### config.mk
export PLATFORM = sky130hd
export DESIGN_NAME = timer_prog
export DESIGN_NICKNAME = d
export VERILOG_FILES = /design/src/rtl/timer_prog.sv
export SDC_FILE = /design/constraint.sdc
export NUM_CORES = 1
export LEC_CHECK = 0
export CORE_ASPECT_RATIO = 0.6
export CORE_MARGIN = 3
export CORE_UTILIZATION = 60
export CTS_BUF_LIST = sky130_fd_sc_hd__clkbuf_4 sky130_fd_sc_hd__clkbuf_8
export DETAILED_ROUTE_END_ITERATION = 12
export PLACE_DENSITY = 0.85
export RECOVER_POWER = 25
export SYNTH_ARGS = -nofsm -noshare
export SYNTH_HDL_FRONTEND = slang
export SYNTH_SLANG_ARGS = --single-unit
### constraint.sdc
create_clock -name clk -period 2.9 [get_ports clk]
set_input_delay 0.29 -clock clk [delete_from_list [all_inputs] [get_ports clk]]
set_output_delay 0.29 -clock clk [all_outputs]
set_load 0.01 [all_outputs]
### src/rtl/timer_prog.sv
// Programmable multi-channel interval timer: NCH down-counters sharing one prescaler,
// one-shot or periodic, each with a maskable level interrupt held until acknowledged.
module timer_prog #(
    parameter  int NCH    = 3,
    parameter  int DATA_W = 8,
    parameter  int PRESC  = 2,
    localparam int AW     = 2 + $clog2(NCH)
) (
    input  logic              clk,
    input  logic              reset,
    input  logic              we,
    input  logic [AW-1:0]     addr,
    input  logic [DATA_W-1:0] wdata,
    output logic [DATA_W-1:0] rdata,
    input  logic [NCH-1:0]    ack,
    output logic [NCH-1:0]    irq
);

    localparam int PW = (PRESC > 1) ? $clog2(PRESC) : 1;
    localparam int CW = (NCH > 1) ? $clog2(NCH) : 1;

    typedef enum logic [1:0] {
        IDLE = 2'd0,
        RUN  = 2'd1,
        DONE = 2'd2
    } chState_t;

    chState_t          state_r [NCH];
    logic [DATA_W-1:0] load_r  [NCH];
    logic [DATA_W-1:0] count_r [NCH];
    logic [NCH-1:0]    mode_r;
    logic [NCH-1:0]    ien_r;
    logic [NCH-1:0]    pend_r;
    logic [PW-1:0]     prescCnt_r;

    logic              tick_s;
    logic [AW-1:0]     chIdx_s;
    logic [CW-1:0]     chNum_s;
    logic [1:0]        regSel_s;
    logic              chValid_s;
    logic [NCH-1:0]    wrLoad_s;
    logic [NCH-1:0]    wrCtrl_s;
    logic [DATA_W-1:0] ctrlWord_s [NCH];
    logic [DATA_W-1:0] rdSel_s;

    // Address decode, per-channel write strobes and CTRL read-back words.
    always_comb begin
        chIdx_s   = addr >> 2;
        chNum_s   = chIdx_s[CW-1:0];
        regSel_s  = addr[1:0];
        chValid_s = (chIdx_s < AW'(NCH));
        tick_s    = (prescCnt_r == PW'(PRESC - 1));
        wrLoad_s  = {NCH{1'b0}};
        wrCtrl_s  = {NCH{1'b0}};
        for (int i = 0; i < NCH; i++) begin
            wrLoad_s[i]   = we & chValid_s & (chIdx_s == AW'(i)) & (regSel_s == 2'd0);
            wrCtrl_s[i]   = we & chValid_s & (chIdx_s == AW'(i)) & (regSel_s == 2'd1);
            ctrlWord_s[i] = {{(DATA_W-4){1'b0}}, pend_r[i], ien_r[i], mode_r[i],
                             (state_r[i] == RUN)};
        end
    end

    // Read-data mux; unmapped channels and reg 3 read as zero.
    always_comb begin
        rdSel_s = {DATA_W{1'b0}};
        if (!chValid_s) begin
            rdSel_s = {DATA_W{1'b0}};
        end else begin
            case (regSel_s)
                2'd0:    rdSel_s = load_r[chNum_s];
                2'd1:    rdSel_s = ctrlWord_s[chNum_s];
                2'd2:    rdSel_s = count_r[chNum_s];
                default: rdSel_s = {DATA_W{1'b0}};
            endcase
        end
    end

    assign irq = pend_r & ien_r;

    // Shared prescaler, wraps after PRESC-1.
    always_ff @(posedge clk or negedge reset) begin
        if (!reset) begin
            prescCnt_r <= {PW{1'b0}};
        end else if (tick_s) begin
            prescCnt_r <= {PW{1'b0}};
        end else begin
            prescCnt_r <= prescCnt_r + PW'(1);
        end
    end

    // Registered read port, one cycle after the address is presented.
    always_ff @(posedge clk or negedge reset) begin
        if (!reset) begin
            rdata <= {DATA_W{1'b0}};
        end else begin
            rdata <= rdSel_s;
        end
    end

    // Channel FSMs; a CTRL write takes priority over a same-cycle tick, but an
    // expiry on that tick still latches pending.
    always_ff @(posedge clk or negedge reset) begin
        if (!reset) begin
            for (int i = 0; i < NCH; i++) begin
                state_r[i] <= IDLE;
                load_r[i]  <= {DATA_W{1'b0}};
                count_r[i] <= {DATA_W{1'b0}};
            end
            mode_r <= {NCH{1'b0}};
            ien_r  <= {NCH{1'b0}};
            pend_r <= {NCH{1'b0}};
        end else begin
            for (int i = 0; i < NCH; i++) begin
                if ((state_r[i] == RUN) && tick_s && (count_r[i] == {DATA_W{1'b0}})) begin
                    pend_r[i] <= 1'b1;
                end else if (ack[i]) begin
                    pend_r[i] <= 1'b0;
                end

                if (wrLoad_s[i]) begin
                    load_r[i] <= wdata;
                end

                if (wrCtrl_s[i]) begin
                    mode_r[i] <= wdata[1];
                    ien_r[i]  <= wdata[2];
                    if (wdata[0]) begin
                        state_r[i] <= RUN;
                        count_r[i] <= load_r[i];
                    end else begin
                        state_r[i] <= IDLE;
                    end
                end else begin
                    case (state_r[i])
                        RUN: begin
                            if (tick_s) begin
                                if (count_r[i] != {DATA_W{1'b0}}) begin
                                    count_r[i] <= count_r[i] - DATA_W'(1);
                                end else if (mode_r[i]) begin
                                    count_r[i] <= load_r[i];
                                end else begin
                                    state_r[i] <= DONE;
                                end
                            end
                        end
                        IDLE:    state_r[i] <= IDLE;
                        DONE:    state_r[i] <= DONE;
                        default: state_r[i] <= IDLE;
                    endcase
                end
            end
        end
    end

endmodule
* Word-level counts from Yosys, hierarchy flattened
Cells that the tools add are included.
** Word-level totals
- Bits in registers :: 72
- Input port bits :: 18
- Output and inout port bits :: 11
- Logic and storage cells :: 144
** Operators by class
- $add $sub $neg :: 4
- $lt $le $gt $ge :: 2
- Eq/ne operators :: 22
- Muxes and demuxes :: 52
- Bitwise gates (word level) :: 12
- Reduce and logical (&&, ||, !) cells :: 32
** Operators with widths (count)
- 8-bit two-way mux :: 25
- 8-bit binary-select mux with 2-bit select :: 3
- 3-bit inequality test, second input constant :: 9
- 8-bit logical NOT :: 3
- 2-bit two-way mux :: 12
- 8-bit case mux with 3 select lines :: 1
- 8-bit nonzero test :: 3
- 8-bit by 1-bit subtractor with 8-bit output, second input constant :: 3
- 2-bit nonzero test :: 9
- 2-bit case mux with 2 select lines :: 3
- 4-bit AND reduction :: 3
- 1-bit AND :: 10
- 2-bit by 1-bit == test with 1-bit output, second input constant :: 5
- 2-bit == test, second input constant :: 5
- 3-bit AND reduction :: 3
- 3-bit nonzero test :: 3
- 1-bit two-way mux :: 8
- 1-bit logical AND :: 6
- 2-bit inequality test, second input constant :: 3
- 4-bit logical NOT :: 1
- 3-bit AND :: 1
- 3-bit greater-or-equal comparator, second input constant :: 1
- 2-bit inverter with 3-bit output :: 1
- 2-bit logical NOT :: 1
- 2 further kinds :: 2

* Longest topological paths before layout
Gate-level depths: netlist of the first run.
- Word-level depth :: 6
- Gate-level depth with buffers :: 9
- Mapped depth without buffers :: 7

* Least setup slack after synthesis of the first run
Ideal clock, no wire load.
- Kind :: reg-to-reg
- Start point :: reg count_r[16] in the netlist's numbering
- End point :: reg count_r[16] in the netlist's numbering
- Setup time :: 121 ps
- Arrival :: 1658 ps
- Data required time :: 2779 ps
- Setup slack :: 1121 ps
- Cell stages (with the launch flop) :: 8
- Buffers on the path :: 0
- Clock period less this slack :: 1779 ps
- Cells stage by stage :: dfrtp_1 > inv_1 > ha_1 > nor3b_1 > and3b_1 > o31ai_4 > o21ai_1 > a22o_1
** Between the ends
- Longest elaborated chain between the ends :: 5
- Elaborated cells on any way between the ends :: 8
- Classes of those cells :: 1 x add/sub; 4 x mux; 3 x reduce/logical
** Ends and longest elaborated chain
- start, declared :: line 30 : logic [DATA_W-1:0] count_r [NCH];
- start signal, assigned by index :: line 107 : count_r[i] <= {DATA_W{1'b0}};
- start signal, assigned by index :: line 129 : count_r[i] <= load_r[i];
- start signal, assigned by index :: line 138 : count_r[i] <= count_r[i] - DATA_W'(1);
- 8-bit by 1-bit subtractor with 8-bit output or 8-bit nonzero test (tied branches) :: line 138, 137
- 8-bit two-way mux :: line 137 : if (count_r[i] != {DATA_W{1'b0}}) begin
- 8-bit two-way mux :: line 136 : if (tick_s) begin
- 8-bit two-way mux :: line 134 : case (state_r[i])
- 8-bit two-way mux :: line 124 : if (wrCtrl_s[i]) begin
Parallel ways exist; a longest one is shown, timed or not. The select of a mux whose other input is x is not followed.
A chain may end at the register's enable or synchronous reset.

* Final worst setup path of the first run
- Start point :: reg count_r[16] in the netlist's numbering
- End point :: reg count_r[23] in the netlist's numbering
The elaborated chain is that of the path after synthesis.

==> run_results.csv, run 1 <==
group,metric,value,unit
clocking,cts_buffer_depth,2,
synth,yosysTopAreaCellShare,44.3,%
critical_path,cp_cell_sequence,"inv_1 > ha_1 > nor3b_1 > and3b_1 > o31ai_4 > buf_4 > a21oi_1 > a21oi_1",
hold_path,worstHoldPathType,"input pin to flop",
grt,grt_usage,26.9,%
floorplanning,die_area,7830,µm²
synth,yosysTopAreaCell,"dfrtp_1",
sta,max_freq,452,MHz
critical_path,endpoint_kind,"flop",
finish,nets,476,
synth,synth_edf_count,0,
clocking,cts_tree,"yes",
critical_path,critPathLaunchType,"flop",
finish,layout_commonest_cell,"dfrtp_1",
synth,ys.flop_type,"dfrtp_1",
clocking,clk_latency,360,ps
finish,fin_cells,537,
floorplanning,ioPinCount,29,
drt,viasPerCell,6.36,
outcome,status,"finished clean",
finish,design_area,4600,µm²
floorplanning,die_w,112,µm
sta,slew_violations,0,
synth,ys_top_cells_by_area,"dfrtp_1 (44%), mux2_2 (5.8%), mux2i_1 (5.4%)",
clocking,cts_resized,0,
synth,postSynth.asyncResetShare,100,%
clocking,cts_root_buf,"clkbuf_8",
sta,final.setup.tns,0,ps
place,dp_slack,585,ps
pwr,ir_drop,464,µV
drt,postRouteAntennaNets,0,
place,gp_congestion,0.941,
finish,area_delta_synth_final,13.1,%
critical_path,max_stage_delay,520,ps
drt,vias,3415,
critical_path,cpMaxStageDelayCell,"nor3b_1",
floorplanning,row_count,22,
clocking,hold_buffers,1,
drt,first_pass_iters,4,
synth,synth_nets,448,
synth,avgSynthCellArea,9.65,µm²
finish,final_cell_mix,"dfrtp_1 (72), a21oi_1 (38), nand2_1 (35)",
pwr,power_density,662,nW/µm²
drt,drt_first_iter_violations,312,
drt,drt-total-wl,9940,µm
clocking,cts_buffers,9,
sta,finalSetupViolCount,0,
grt,grt_antenna_before_repair,0,
sta,worstMarginPinSlew,1170,ps
sta,fin_crit_sh,76.3,%
critical_path,criticalPathCategory,"flop to flop",
finish,diodes,0,
pwr,power,3.05,mW
clocking,cts.clk_slew.worst_paths,70,ps
grt,grt_pass1_wl,16600,µm
grt,grt-ovfl-total,0,
floorplanning,die-height,69.8,µm
drt,wl_per_cell,18.5,µm
sta,max_slew_margin,22.2,%
job,max_cap_viol_count,0,
clocking,clkSinkCount,72,
synth,postSynthCellCount,421,
drt,drc,0,
clocking,cts_setup_buffers,0,
grt,grt_max_degree,28,
place,dpl.cell_count,521,
finish,drive_gt1_share,13.5,%
synth,ys_ff_latch,72,
floorplanning,initial_core_util,64.2,%
critical_path,required,3130,ps
critical_path,crit_path_frequent_cell,"a21oi_1",
pwr,leakage,2.05,nW
synth,synth.distinct_cells,47,
sta,period_needed,2210,ps
floorplanning,core,6330,µm²
synth,ys_seq_area_share,44.3,%
critical_path,crit_fanout,16,
place,dpl_cell_area,4400,µm²
clocking,cts_max_level,3,
synth,syn_area,4060,µm²
sta,rsz0062_at_grt,"no",
sta,hold_viol,0,
sta,clock_skew,7.22,ps
synth,yosys_warnings,0,
critical_path,crit_arrival,2440,ps
sta,setup_slack,688,ps
place,post-dp-hpwl,7520,µm
place,portBuffers,28,
grt,grt_pass1_vias,3309,
## power breakdown
group | leakage, nW | switching (mW) | total, mW | internal (mW)
Combinational | 1.09 | 0.436 | 0.825 | 0.390
Clock | 0.0975 | 0.365 | 0.763 | 0.398
Sequential | 0.870 | 0.237 | 1.46 | 1.22
Total | 2.05 | 1.04 | 3.05 | 2.01
## final timing paths
path | start | endpoint | slack, ps | cells past startpoint
max in group asynchronous | reset | load_r[20] | 1010 | 3
worst min-delay path | ack[0] | pend_r[0] | 500 | 2
worst min register to register | state_r[1] | state_r[1] | 530 | 1
worst max-delay path | count_r[16] | count_r[23] | 690 | 8
min in group asynchronous | reset | pend_r[1] | 680 | 2
worst max register to register | count_r[16] | count_r[23] | 690 | 8
## per-stage QoR
stage                     util (%)  hold slack [ps]
final                         72.6              498
after global routing          72.6              487
after CTS                     72.7              426
after detailed placement      69.5              276
after global placement        69.5              272
after floorplan                  -            -5.59
## sequential cells by signal, indices dropped and copies added, names as in the netlist
name,flops
count_r,24
pend_r,3
load_r,24
state_r,6
prescCnt_r,1
mode_r,3
ien_r,3
rdata,8
## critical path: cells and delay by family (launching register included)
family / cells / cell delay (ps)
and+or+nand+nor: 2 / 850
DFF: 1 / 450
AOI/OAI and AO/OA: 3 / 320
buffers and inverters: 2 / 310
adders and majority gates: 1 / 150
## layout make-up
class	instances	area (µm²)
Clock buffer	13	179
Clock inverter	2	12.5
Fill cell	485	1730
Inverter	24	90.1
Multi-Input combinational cell	300	2030
Sequential cell	72	1800
Tap cell	84	105
Timing Repair Buffer	42	379
## metal layers
metal / GRT usage [%] / vias up / part of all wire (%)
met2: 39.8 / 174 / 43
met3: 7.85 / 18 / 10
met4: 8.40 / 0 / 1.6
li1: - / 1571 / -
met1: 38.4 / 1652 / 46
met5: 0 / - / 0
## cell usage after synthesis (all sizes together) (2+ instances only)
| cell | count |
|---|---|
| nand3b | 2 |
| or3 | 3 |
| clkbuf | 8 |
| inv | 24 |
| o22ai | 10 |
| mux2 | 29 |
| o31ai | 4 |
| a22oi | 7 |
| a211oi | 10 |
| nor3b | 2 |
| nor2 | 27 |
| nor2b | 3 |
| a21boi | 2 |
| dfrtp | 72 |
| nor3 | 6 |
| nor4 | 2 |
| nand4 | 5 |
| ha | 9 |
| and3b | 2 |
| nand3 | 14 |
| a21oi | 40 |
| o211ai | 5 |
| and2 | 5 |
| nand2 | 35 |
| nand2b | 5 |
| and3 | 2 |
| a21bo | 2 |
| a31o | 2 |
| or4 | 2 |
| o211a | 3 |
| o21ai | 34 |
| mux2i | 22 |
| buf | 17 |
## cells by family after synthesis
family                     Yosys count  synth area share [%]
AOI/OAI and AO/OA                  121                  18.4
DFF                                 72                  44.3
and+or+nand+nor                    119                  15.4
muxes                               51                  13.5
buffers and inverters               49                  5.70
adders and majority gates            9                  2.77
No activity file was read; power rests on OpenSTA's default activity.
==> run 2: changes to the inputs <==
clock period = 2.2 ns   (was 2.9 ns; I/O delays follow)
==> run_results.csv, run 2 (synthesis gave the netlist of run 1 again) <==
group,metric,value,unit
outcome,status,"complete, but fails checks",
outcome,violations,"capacitance limit, slew limit",
critical_path,crit_fanout,15,
sta,clock_skew,6.19,ps
drt,wl_per_cell,18.1,µm
critical_path,endpoint_kind,"flop",
grt,grt_antenna_before_repair,0,
sta,final.setup.tns,0,ps
pwr,ir_drop,475,µV
critical_path,cpMaxStageDelayCell,"dfrtp_1",
drt,vias,3411,
hold_path,worstHoldPathCells,2,
place,gp_congestion,0.867,
drt,viasPerCell,6.24,
floorplanning,core,6330,µm²
floorplanning,ioPinCount,29,
drt,first_pass_iters,5,
critical_path,cp_cell_sequence,"inv_1 > ha_1 > nor3b_1 > buf_4 > and3b_1 > o31ai_4 > buf_12 > a21oi_1 > a21oi_1",
drt,drc,0,
sta,finalSetupViolCount,0,
grt,grt_max_degree,73,
critical_path,crit_family,"compound AO/OA/AOI/OAI gates",
critical_path,critPathLaunchType,"flop",
finish,reg_top3,"count_r x24, load_r x24, rdata x8",
grt,grt_usage,26.3,%
finish,multi_input_area,2030,µm²
finish,drive_gt1_share,15.6,%
finish,utilization,73.8,%
hold_path,worstHoldPathType,"input pin to flop",
finish,final_cell_mix,"dfrtp_1 (72), a21oi_1 (38), nand2_1 (35)",
sta,max_freq,494,MHz
drt,drt_first_iter_violations,358,
floorplanning,die_w,112,µm
pwr,power_density,852,nW/µm²
clocking,cts.clk_slew.worst_paths,70,ps
critical_path,crit_arrival,2300,ps
clocking,cts_resized,0,
finish,nets,486,
finish,area_delta_synth_final,15.0,%
critical_path,criticalPathCategory,"flop to flop",
sta,worstMarginPinSlew,1590,ps
clocking,cts_tree,"yes",
sta,slew_violations,73,
finish,fill_cells,478,
clocking,cts_buffers,9,
sta,rsz0062_at_grt,"no",
critical_path,reg2regPathDepth,9,
place,post-dp-hpwl,7390,µm
floorplanning,initial_core_util,64.2,%
place,portBuffers,28,
drt,postRouteAntennaNets,0,
sta,fin_crit_sh,92.0,%
critical_path,required,2480,ps
sta,period_needed,2020,ps
sta,hold_viol,0,
critical_path,path_depth,9,
sta,max_slew_margin,-5.90,%
critical_path,max_stage_delay,390,ps
job,max_cap_viol_count,1,
grt,grt-ovfl-total,0,
grt,grt_pass1_vias,3167,
grt,grt_pass1_wl,16000,µm
clocking,cts_buffer_depth,2,
floorplanning,die-height,69.8,µm
finish,diodes,0,
critical_path,crit_buf_inv,3,
clocking,cts_root_buf,"clkbuf_8",
floorplanning,row_count,22,
finish,ff_latch_area,1800,µm²
critical_path,crit_path_frequent_cell,"a21oi_1",
clocking,clk_latency,360,ps
pwr,leakage,2.10,nW
clocking,cts_max_level,3,
finish,layout_commonest_cell,"dfrtp_1",
drt,drt-total-wl,9880,µm
clocking,clkSinkCount,72,
floorplanning,die_area,7830,µm²
## run 2: changes by cell type in the layout (fill, tap and decap cells not counted), sizes merged
cell,previous run,this run
buf,12,24
clkbuf,15,12
clkinv,1,2
## run 2: cell type report
| class | count | share of cell area, % |
|---|---|---|
| clock buffer | 12 | 3.40 |
| clock inverter | 3 | 0.375 |
| inverter | 24 | 1.93 |
| multi-input combinational | 300 | 43.5 |
| sequential | 72 | 38.6 |
| tap | 84 | 2.25 |
| timing repair buffer | 52 | 10.0 |
## run 2: worst register-to-register path, cell delays in order, from the launching register on
cell and delay (ps):
dfrtp_1 390, inv_1 80, ha_1 210, nor3b_1 140, buf_4 160, and3b_1 210, o31ai_4 320, buf_12 190
a21oi_1 90, a21oi_1 150
## run 2: worst paths after layout
check | start | end | slack, ps
worst max-delay path | count_r[16] | count_r[21] | 180
worst min-delay path | ack[2] | pend_r[2] | 450
worst max register to register | count_r[16] | count_r[21] | 180
worst min register to register | state_r[3] | state_r[3] | 530
max in group asynchronous | reset | count_r[13] | 350
min in group asynchronous | reset | state_r[2] | 890
## run 2: power breakdown
part	internal [mW]	leakage, nW	switching [mW]
combinational	0.542	1.14	0.578
sequential	1.61	0.870	0.298
clock	0.473	0.0917	0.481
## run 2: repair_timing
item / 4_1_cts / 5_1_grt
endpoints found under the setup margin: 0 / 0
hold endpoints to repair: 72 / 0
hold buffers: 1 / 0
setup buffers: 0 / 0
## run 2: routing by layer
layer	part of all wire (%)	vias to the layer above	track usage, %
met5	0	-	0
met4	1.6	0	8.13
met3	8.3	21	7.67
met2	43	140	37.6
met1	47	1656	38.6
li1	-	1594	-
## run 2: per-stage QoR
step | cells | setup WS, ps | power, mW | hold slack [ps] | cell area (µm²)
after floorplan | 421 | 421 | 2.63 | -75.6 | 4060
after global placement | 531 | 94.5 | 2.97 | 278 | 4500
after detailed placement | 531 | 10.9 | 3.03 | 278 | 4500
after CTS | 547 | 196 | 4.00 | 418 | 4690
after global routing | 547 | 42.0 | 4.24 | 422 | 4670
final | 547 | 176 | 3.98 | 446 | 4670
